==> src/rtl/pipe_stage_elastic.sv <==
// -----------------------------------------------------------------------------
// pipe_stage_elastic
// Elastic pipeline stage register carrying one packed DATA_W payload with a
// valid/ready handshake. It supports a synchronous flush for squashing held
// entries. SKID=1 builds a two-entry skid buffer whose in_ready comes from a
// register. SKID=0 builds a single register with combinational in_ready.
//
// Ports:
//   clk        in   rising-edge clock
//   reset      in   synchronous active-high reset (discards everything)
//   flush      in   synchronous squash of all held entries
//   in_valid   in   upstream offers in_data
//   in_ready   out  stage accepts in_data this cycle
//   in_data    in   upstream payload [DATA_W]
//   out_valid  out  out_data holds a valid payload
//   out_ready  in   downstream accepts out_data this cycle
//   out_data   out  payload presented downstream [DATA_W]
//   occupancy  out  number of held entries (0..2, max 1 when SKID=0)
// -----------------------------------------------------------------------------
module pipe_stage_elastic #(
   parameter int unsigned         DATA_W  = 32,
   parameter logic [DATA_W-1:0]   RST_VAL = {DATA_W{1'b0}},
   parameter bit                  SKID    = 1'b1
) (
   input  logic              clk,
   input  logic              reset,
   input  logic              flush,
   input  logic              in_valid,
   output logic              in_ready,
   input  logic [DATA_W-1:0] in_data,
   output logic              out_valid,
   input  logic              out_ready,
   output logic [DATA_W-1:0] out_data,
   output logic [1:0]        occupancy
);

   // The state encoding doubles as the occupancy count.
   typedef enum logic [1:0] {
      ST_EMPTY = 2'd0,
      ST_ONE   = 2'd1,
      ST_FULL  = 2'd2
   } state_e;

   state_e              state_q, state_d;
   logic [DATA_W-1:0]   main_data_q, main_data_d;
   logic [DATA_W-1:0]   skid_data_q;
   logic                in_fire;

   // Upstream ready. In skid mode it depends only on state (a flop), so it
   // never combines with out_ready. Reset forces it low.
   always_comb begin
      in_ready = 1'b0;
      if (reset) begin
         in_ready = 1'b0;
      end else if (SKID) begin
         in_ready = (state_q != ST_FULL);
      end else begin
         in_ready = (state_q == ST_EMPTY) | out_ready;
      end
      in_fire = in_valid & in_ready;
   end

   // Next-state and main-register data. Flush drops both held and incoming payloads.
   always_comb begin
      state_d     = state_q;
      main_data_d = main_data_q;
      if (flush) begin
         state_d     = ST_EMPTY;
         main_data_d = RST_VAL;
      end else begin
         case (state_q)
            ST_EMPTY: begin
               if (in_fire) begin
                  state_d     = ST_ONE;
                  main_data_d = in_data;
               end else begin
                  state_d     = ST_EMPTY;
               end
            end
            ST_ONE: begin
               if (in_fire && out_ready) begin
                  // A new payload replaces the one leaving this cycle.
                  state_d     = ST_ONE;
                  main_data_d = in_data;
               end else if (in_fire && SKID) begin
                  // Downstream is stalled, so the new payload parks in skid.
                  state_d     = ST_FULL;
               end else if (out_ready) begin
                  state_d     = ST_EMPTY;
               end else begin
                  state_d     = ST_ONE;
               end
            end
            ST_FULL: begin
               if (out_ready) begin
                  state_d     = ST_ONE;
                  main_data_d = skid_data_q;
               end else begin
                  state_d     = ST_FULL;
               end
            end
            default: begin
               state_d     = ST_EMPTY;
               main_data_d = RST_VAL;
            end
         endcase
      end
   end

   // State and main-register update. Reset has the highest priority.
   always_ff @(posedge clk) begin
      if (reset) begin
         state_q     <= ST_EMPTY;
         main_data_q <= RST_VAL;
      end else begin
         state_q     <= state_d;
         main_data_q <= main_data_d;
      end
   end

   generate
      if (SKID) begin : g_skid
         logic [DATA_W-1:0] skid_data_d;

         // Skid loads only when a payload is accepted while main is stalled.
         always_comb begin
            skid_data_d = skid_data_q;
            if (flush) begin
               skid_data_d = RST_VAL;
            end else if ((state_q == ST_ONE) && in_fire && !out_ready) begin
               skid_data_d = in_data;
            end else begin
               skid_data_d = skid_data_q;
            end
         end

         // Skid data register.
         always_ff @(posedge clk) begin
            if (reset) begin
               skid_data_q <= RST_VAL;
            end else begin
               skid_data_q <= skid_data_d;
            end
         end
      end else begin : g_noskid
         assign skid_data_q = RST_VAL;
      end
   endgenerate

   assign out_valid = (state_q != ST_EMPTY);
   assign out_data  = main_data_q;
   assign occupancy = state_q;

endmodule

==> config.mk <==
export PLATFORM = sky130hd
export DESIGN_NAME = pipe_stage_elastic
export DESIGN_NICKNAME = d
export VERILOG_FILES = /design/src/rtl/pipe_stage_elastic.sv
export SDC_FILE = /design/constraint.sdc
export NUM_CORES = 1
export LEC_CHECK = 0
export CAP_MARGIN = 0
export CORE_ASPECT_RATIO = 2
export CORE_MARGIN = 2
export CORE_UTILIZATION = 43
export DETAILED_ROUTE_END_ITERATION = 6
export PLACE_DENSITY_LB_ADDON = 0.2
export SLEW_MARGIN = 5
export SYNTH_ARGS = -nofsm -noshare
export SYNTH_HDL_FRONTEND = slang
export SYNTH_SLANG_ARGS = --single-unit
==> constraint.sdc <==
create_clock -name clk -period 3.9 [get_ports clk]
set_input_delay 0.78 -clock clk [delete_from_list [all_inputs] [get_ports clk]]
set_output_delay 0.78 -clock clk [all_outputs]
set_load 0.005 [all_outputs]
==> flow_summary.ini, run 1 <==
[pwr]
leakage_nw = 1.47
power.total_mw = 1.54
cellPowerDensity_nw_per_um2 = 384
ir_drop_mv = 0.252

[floorplan]
chipHeight_um = 124
core-area_um2 = 6940
io_pins = 73
row_count = 43
initial_core_util_pct = 44.3
die_w_um = 63.8
die-area_um2 = 7880

[finish]
multi_input_area_um2 = 1490
layout-drive-gt1-share_pct = 7.59
final_cell_area_um2 = 4020
stdcell_count = 485
sequential_cell_area_um2 = 1320
num-fill-cells = 631
diodes = 0
final_nets = 432
final_cell_mix = clkdlybuf4s50_1, dfxtp_1, a21oi_1
area_growth_pct = 30.8
final_common_cell = clkdlybuf4s50_1

[drt]
drt_pre_antenna_iters = 6
remaining_drc_errors = 0
routed_via_density = 5.65
drt_iter0_drc = 110
wl_per_cell_um = 16.0
vias = 2741
ant_nets = 0
finalWirelength_mm = 7.77

[setup_path]
worst_setup_path_end_kind = output pin
crit_fanout = 15
worst-endpoint-required_ns = 3.12
cp-start-kind = register
arrival_ns = 2.17
critPathKind = reg -> out

[logic_synthesis]
ys_types = 30
synth-main-ff-cell = dfxtp_1
synth_edf_count = 0
yosys_warnings = 0
synth_cells = 341
synthArstFlopShare_pct = 0
netlist_area_um2 = 3070
synth.net_count = 380
synth-seq-cells = 66
avgSynthCellArea_um2 = 9.02
yosysSeqAreaShare_pct = 43.0

[global_route]
grt_usage_pct = 20.5
grt_antenna_before_repair = 0
grt_pass1_vias = 2638
gr-total-overflow = 0
grt_first_pass_wirelength_mm = 12.5
grt_max_degree = 41

[timing]
finalSetupTns_ns = 0
fin_skew_ns = 0.00326
max_freq_ghz = 0.339
max_slew_margin_pct = 27.2
drv_slew = 0
setup_ws_ns = 0.951
fin_crit_ns = 2.95
tightest_slew_ns = 1.09
finalHoldViolCount = 0
finalSetupViolations = 0
fin_crit_sh_pct = 75.6
rsz0062_at_grt = no

[clock_tree]
ctsResizeCount = 0
cts-root-buf = clkbuf_16
cts.htree.levels = 3
cts_made_buffers = 9
cts_max_path_buffers = 2
post_cts_buffers = 0
cts_hold_buf = 0
cts.clk_slew.worst_paths_ns = 0.05
cts_sinks = 66
cts_tree = yes
clk_latency_ns = 0.32

[status]
status = complete, no violations

[run]
maxCapViolations = 0

[placement]
port_buffers = 72
place_ws_ns = 1.01
dpl.hpwl_mm = 4.82
place_congestion = 0.754
place_area_um2 = 3780
dp_cells = 472

[min_path]
hold_class = reg -> reg
critical path: stages (launching register included):
cell	delay, ns
dfxtp_1	0.40
nor2b_1	0.87
nor2_1	0.08
clkdlybuf4s50_1	0.50
final cells by class:
type                       instances  area share, %
tap                               90           2.80
multi-input combinational        214           37.0
timing repair buffer              80           19.3
clock buffer                      12           5.88
inverter                          22           2.05
sequential                        66           32.9
clock inverter                     1          0.124
routing by layer:
layer	part of all wire, %	global-route usage (%)	up-vias
li1	-	-	1353
met1	39	20.5	1305
met2	54	38.2	73
met3	4.5	5.15	10
met4	2.3	10.6	0
met5	0	0	-
kinds of logic after synthesis:
family                     synth area share [%]
buffers and inverters                      9.24
DFF                                        43.0
AOI/OAI and AO/OA                          32.1
and+or+nand+nor                            14.9
adders and majority gates                 0.814
state kept, by name, summed over array words and instances (netlist names):
| name | flops |
|---|---|
| occupancy | 2 |
| skid_data_q | 32 |
| out_data | 32 |
final timing paths:
| kind | from | slack, ns | to | depth (start not counted) |
|---|---|---|---|---|
| worst max-delay path | occupancy[0]$_SDFF_PP0_ | 0.95 | in_ready | 3 |
| worst min-delay path | skid_data_q[26]$_SDFFE_PP0P_ | 0.47 | skid_data_q[26]$_SDFFE_PP0P_ | 2 |
| worst max register to register | occupancy[0]$_SDFF_PP0_ | 1.12 | out_data[23]$_SDFFE_PP0P_ | 7 |
| worst min register to register | skid_data_q[26]$_SDFFE_PP0P_ | 0.47 | skid_data_q[26]$_SDFFE_PP0P_ | 2 |
power breakdown:
group / switching [mW] / total [mW] / internal (mW)
sequential: 0.00846 / 0.697 / 0.689
clock: 0.258 / 0.676 / 0.418
combinational: 0.0789 / 0.172 / 0.0926
cells in the mapped netlist, types with 2 or more instances:
master	n	area share (%)
a21oi_1	34	5.5
buf_6	5	1.8
inv_1	22	2.7
clkbuf_1	25	3.1
o21ai_1	8	1.3
nor2b_1	21	4.3
ha_1	2	0.81
o21ai_0	24	3.9
o221a_1	27	9.9
buf_2	5	0.81
o22ai_1	20	4.1
dfxtp_1	66	43
or2_2	2	0.41
buf_4	3	0.73
nand2b_1	13	2.6
nor3b_1	2	0.49
o221a_4	4	2.6
a22o_1	12	3.4
nand3_1	32	5.2
nor2_1	3	0.37
nand2_1	2	0.24
through the flow:
step	hold WS, ns	util (%)
2_1_floorplan	0.448	-
3_3_place_gp	0.455	54.4
3_5_place_dp	0.461	54.4
4_1_cts	0.468	57.9
5_1_grt	0.492	57.9
6_report	0.469	57.9
Power figures use the tool's default switching activity.
==> run 2, diff against run 1 <==
==> constraint.sdc (replaced) <==
create_clock -name clk -period 2.45 [get_ports clk]
set_input_delay 0.49 -clock clk [delete_from_list [all_inputs] [get_ports clk]]
set_output_delay 0.49 -clock clk [all_outputs]
set_load 0.005 [all_outputs]
==> flow_summary.ini, run 2 (synthesized netlist as in run 1, its figures left out) <==
[timing]
rsz0062_at_grt = no
fin_skew_ns = 0.00525
finalSetupTns_ns = 0
finalHoldViolCount = 0
whs_ns = 0.468
fin_crit_sh_pct = 90.0
max_freq_ghz = 0.454
fin_crit_ns = 2.21
drv_slew = 0
tightest_slew_ns = 0.848
finalSetupViolations = 0
max_slew_margin_pct = 43.5

[setup_path]
crit_top_cell = clkdlybuf4s50_1
critPathKind = in -> out
path_delay_family = buffers and inverters
critical_path_buf_inv_count = 3
crit_fanout = 6
cp-start-kind = primary input
cp_cell_sequence = clkdlybuf4s50_1 -> buf_4 -> nor2_1 -> clkdlybuf4s50_1
arrival_ns = 1.72
critPathMaxStageDelay_ns = 0.51
worst_setup_path_end_kind = output pin
worst-endpoint-required_ns = 1.96
cp_slowest_cell = clkdlybuf4s50_1

[clock_tree]
cts_tree = yes
cts_made_buffers = 9
clk_latency_ns = 0.33
post_cts_buffers = 0
cts_hold_buf = 0
cts.htree.levels = 3
ctsResizeCount = 0
cts.clk_slew.worst_paths_ns = 0.05
cts_max_path_buffers = 2
cts-root-buf = clkbuf_16
cts_sinks = 66

[status]
status = complete, no violations

[global_route]
grt_usage_pct = 21.5
grt_pass1_vias = 2691
grt_antenna_before_repair = 0
grt_first_pass_wirelength_mm = 13.0
grt_max_degree = 41
gr-total-overflow = 0

[floorplan]
initial_core_util_pct = 44.3
chipHeight_um = 124
die_w_um = 63.8
die-area_um2 = 7880
core-area_um2 = 6940
row_count = 43
io_pins = 73

[drt]
routed_via_density = 5.56
finalWirelength_mm = 7.96
ant_nets = 0
drt_iter0_drc = 228
vias = 2748
remaining_drc_errors = 0
wl_per_cell_um = 16.1
drt_pre_antenna_iters = 4

[finish]
final_cell_area_um2 = 4160
layout-drive-gt1-share_pct = 10.1
final_common_cell = clkdlybuf4s50_1
diodes = 0
final_cell_mix = clkdlybuf4s50_1, dfxtp_1, a21oi_1
final_nets = 439
stdcell_count = 494
area_growth_pct = 35.4

[placement]
place_area_um2 = 3860
place_congestion = 0.747
dpl.hpwl_mm = 5.15
port_buffers = 72
dp_cells = 479

[min_path]
hold_class = reg -> reg

[pwr]
cellPowerDensity_nw_per_um2 = 649
ir_drop_mv = 0.455
leakage_nw = 1.54

[run]
maxCapViolations = 0
run 2: cell type report:
| type | instances | area [um2] |
|---|---|---|
| fill | 603 | 2780 |
| multi-input combinational | 214 | 1490 |
| sequential | 66 | 1320 |
| timing repair buffer | 87 | 853 |
| clock buffer | 13 | 270 |
| tap | 90 | 113 |
| inverter | 22 | 82.6 |
| clock inverter | 2 | 35.0 |
run 2: path summary, 6_finish.rpt:
check	start	to	slack, ns	cells after the start
setup / recovery	reset	in_ready	0.24	4
hold / removal	skid_data_q[26]$_SDFFE_PP0P_	skid_data_q[26]$_SDFFE_PP0P_	0.47	2
setup reg to reg	occupancy[1]$_SDFF_PP0_	out_data[15]$_SDFFE_PP0P_	0.66	4
hold reg to reg	skid_data_q[26]$_SDFFE_PP0P_	skid_data_q[26]$_SDFFE_PP0P_	0.47	2
run 2: worst min-delay path, delay by kind of cell, from the launching register on:
kind | cells | cell delay (ns)
compound gates | 2 | 0.12
flops | 1 | 0.30
run 2: power breakdown:
group | leakage [nW] | switching (mW) | internal, mW
registers | 0.534 | 0.0134 | 1.10
logic | 0.855 | 0.128 | 0.159
clock network | 0.152 | 0.442 | 0.863
total | 1.54 | 0.584 | 2.12
run 2: routing by layer:
layer	vias up	global-route usage [%]	part of all wire [%]	routed length [um]
li1	1368	-	-	-
met1	1299	22.7	40	3200
met2	69	38.6	54	4260
met3	12	5.06	3.3	266
met4	0	11.8	2.9	229
met5	-	0	0	0
run 2: per-stage QoR:
stage	worst slack, ns	total power, mW	util, %
final	0.245	2.70	60.0
after global routing	0.196	2.79	60.0
after CTS	0.223	2.73	60.0
after detailed placement	0.0430	1.42	55.6
after global placement	0.0927	1.42	55.6
after floorplan	0.270	1.27	-
==> run 3, diff against run 2 <==
--- a/config.mk
+++ b/config.mk
@@ -7,7 +7,7 @@
 export LEC_CHECK = 0
 export CAP_MARGIN = 0
 export CORE_ASPECT_RATIO = 2
-export CORE_MARGIN = 2
+export CORE_MARGIN = 3
 export CORE_UTILIZATION = 43
 export DETAILED_ROUTE_END_ITERATION = 6
 export PLACE_DENSITY_LB_ADDON = 0.2
==> flow_summary.ini, run 3 (synthesized netlist as in run 1, its figures left out) <==
[placement]
port_buffers = 72
dp_cells = 483
place_congestion = 0.829
dpl.hpwl_mm = 5.44

[timing]
fin_skew_ns = 0.00312
tightest_slew_ns = 0.692
max_slew_margin_pct = 53.8
drv_slew = 0
finalHoldViolCount = 0
rsz0062_at_grt = no
fin_crit_ns = 2.26
finalSetupViolations = 0
max_freq_ghz = 0.442
finalSetupTns_ns = 0
fin_crit_sh_pct = 92.3

[clock_tree]
cts_max_path_buffers = 2
cts_tree = yes
cts.clk_slew.worst_paths_ns = 0.05
cts_hold_buf = 0
cts.htree.levels = 3
ctsResizeCount = 0
cts_made_buffers = 9
post_cts_buffers = 0
clk_latency_ns = 0.33
cts-root-buf = clkbuf_16
cts_sinks = 66

[drt]
routed_via_density = 5.63
remaining_drc_errors = 0
drt_iter0_drc = 190
vias = 2809
finalWirelength_mm = 8.16
ant_nets = 0
wl_per_cell_um = 16.4
drt_pre_antenna_iters = 4

[finish]
stdcell_count = 499
layout-drive-gt1-share_pct = 11.0
num-fill-cells = 607
multi_input_area_um2 = 1490
area_growth_pct = 37.2
final_cell_mix = clkdlybuf4s50_1, dfxtp_1, a21oi_1
final_nets = 443
diodes = 0
final_common_cell = clkdlybuf4s50_1
sequential_cell_area_um2 = 1320

[run]
maxCapViolations = 0

[pwr]
leakage_nw = 1.57
p_int_mw = 2.16
clkPwrFrac_pct = 49.0
p_seq_share_pct = 40.3
ir_drop_mv = 0.407
power.total_mw = 2.75
combPwrFrac_pct = 10.7
swShare_pct = 21.5
power.switching_uw = 592
cellPowerDensity_nw_per_um2 = 652

[min_path]
hold_class = reg -> reg
holdPathStages = 2

[floorplan]
io_pins = 73
row_count = 43
core-area_um2 = 6940
initial_core_util_pct = 44.3
chipHeight_um = 126
die_w_um = 65.8
die-area_um2 = 8260

[setup_path]
arrival_ns = 1.77
critPathKind = in -> out
cp-start-kind = primary input
worst_setup_path_end_kind = output pin
crit_fanout = 6
worst-endpoint-required_ns = 1.96
r2r_cells = 8

[status]
status = complete, no violations

[global_route]
grt_first_pass_wirelength_mm = 13.4
grt_pass1_vias = 2753
grt_usage_pct = 21.1
gr-total-overflow = 0
grt_max_degree = 67
grt_antenna_before_repair = 0
[run 3: changes by cell type in the layout (fill, tap and decap cells not counted)]
cell / delta
buf_4: +3
clkbuf_8: +1
clkbuf_1: +1
buf_12: +1
clkinv_2: -1
[run 3: worst max-delay path: stages]
cell and delay, ns:
clkdlybuf4s50_1 0.45, buf_4 0.18, nor2_1 0.13, clkdlybuf4s50_1 0.51
[run 3: cell type report]
type	instances	area share, %
timing repair buffer	91	21.2
sequential	66	31.3
multi-input combinational	214	35.3
inverter	22	1.96
tap	90	2.67
clock buffer	15	6.82
clock inverter	1	0.712
[run 3: per-stage QoR]
step / worst slack [ns] / hold WS, ns / area (um2) / util, %
after floorplan: 0.270 / 0.448 / 3070 / -
after global placement: 0.133 / 0.456 / 3900 / 56.2
after detailed placement: 0.114 / 0.462 / 3900 / 56.2
after CTS: 0.179 / 0.469 / 4220 / 60.8
after global routing: 0.125 / 0.487 / 4220 / 60.8
final: 0.189 / 0.468 / 4220 / 60.8
[run 3: layer usage]
metal | vias to the layer above | wire length, um | track usage [%]
met5 | - | 0 | 0
met4 | 0 | 163 | 9.29
met3 | 13 | 349 | 4.22
met2 | 67 | 4430 | 37.6
met1 | 1357 | 3210 | 23.1
li1 | 1372 | - | -
[run 3: path summary, 6_finish.rpt]
kind,startpoint,endpoint,slack (ns)
setup / recovery,reset,in_ready,0.19
hold / removal,skid_data_q[27]$_SDFFE_PP0P_,skid_data_q[27]$_SDFFE_PP0P_,0.47
setup reg to reg,occupancy[1]$_SDFF_PP0_,out_data[29]$_SDFFE_PP0P_,0.67
hold reg to reg,skid_data_q[27]$_SDFFE_PP0P_,skid_data_q[27]$_SDFFE_PP0P_,0.47
[run 3: power groups by stage]
stage	clock [mW]	sequential [mW]	combinational [mW]
finish	1.35	1.11	0.293
global placement	0	1.13	0.290
detailed placement	0	1.13	0.293
CTS	1.37	1.11	0.295
floorplan	0	1.13	0.144
global route	1.40	1.11	0.318
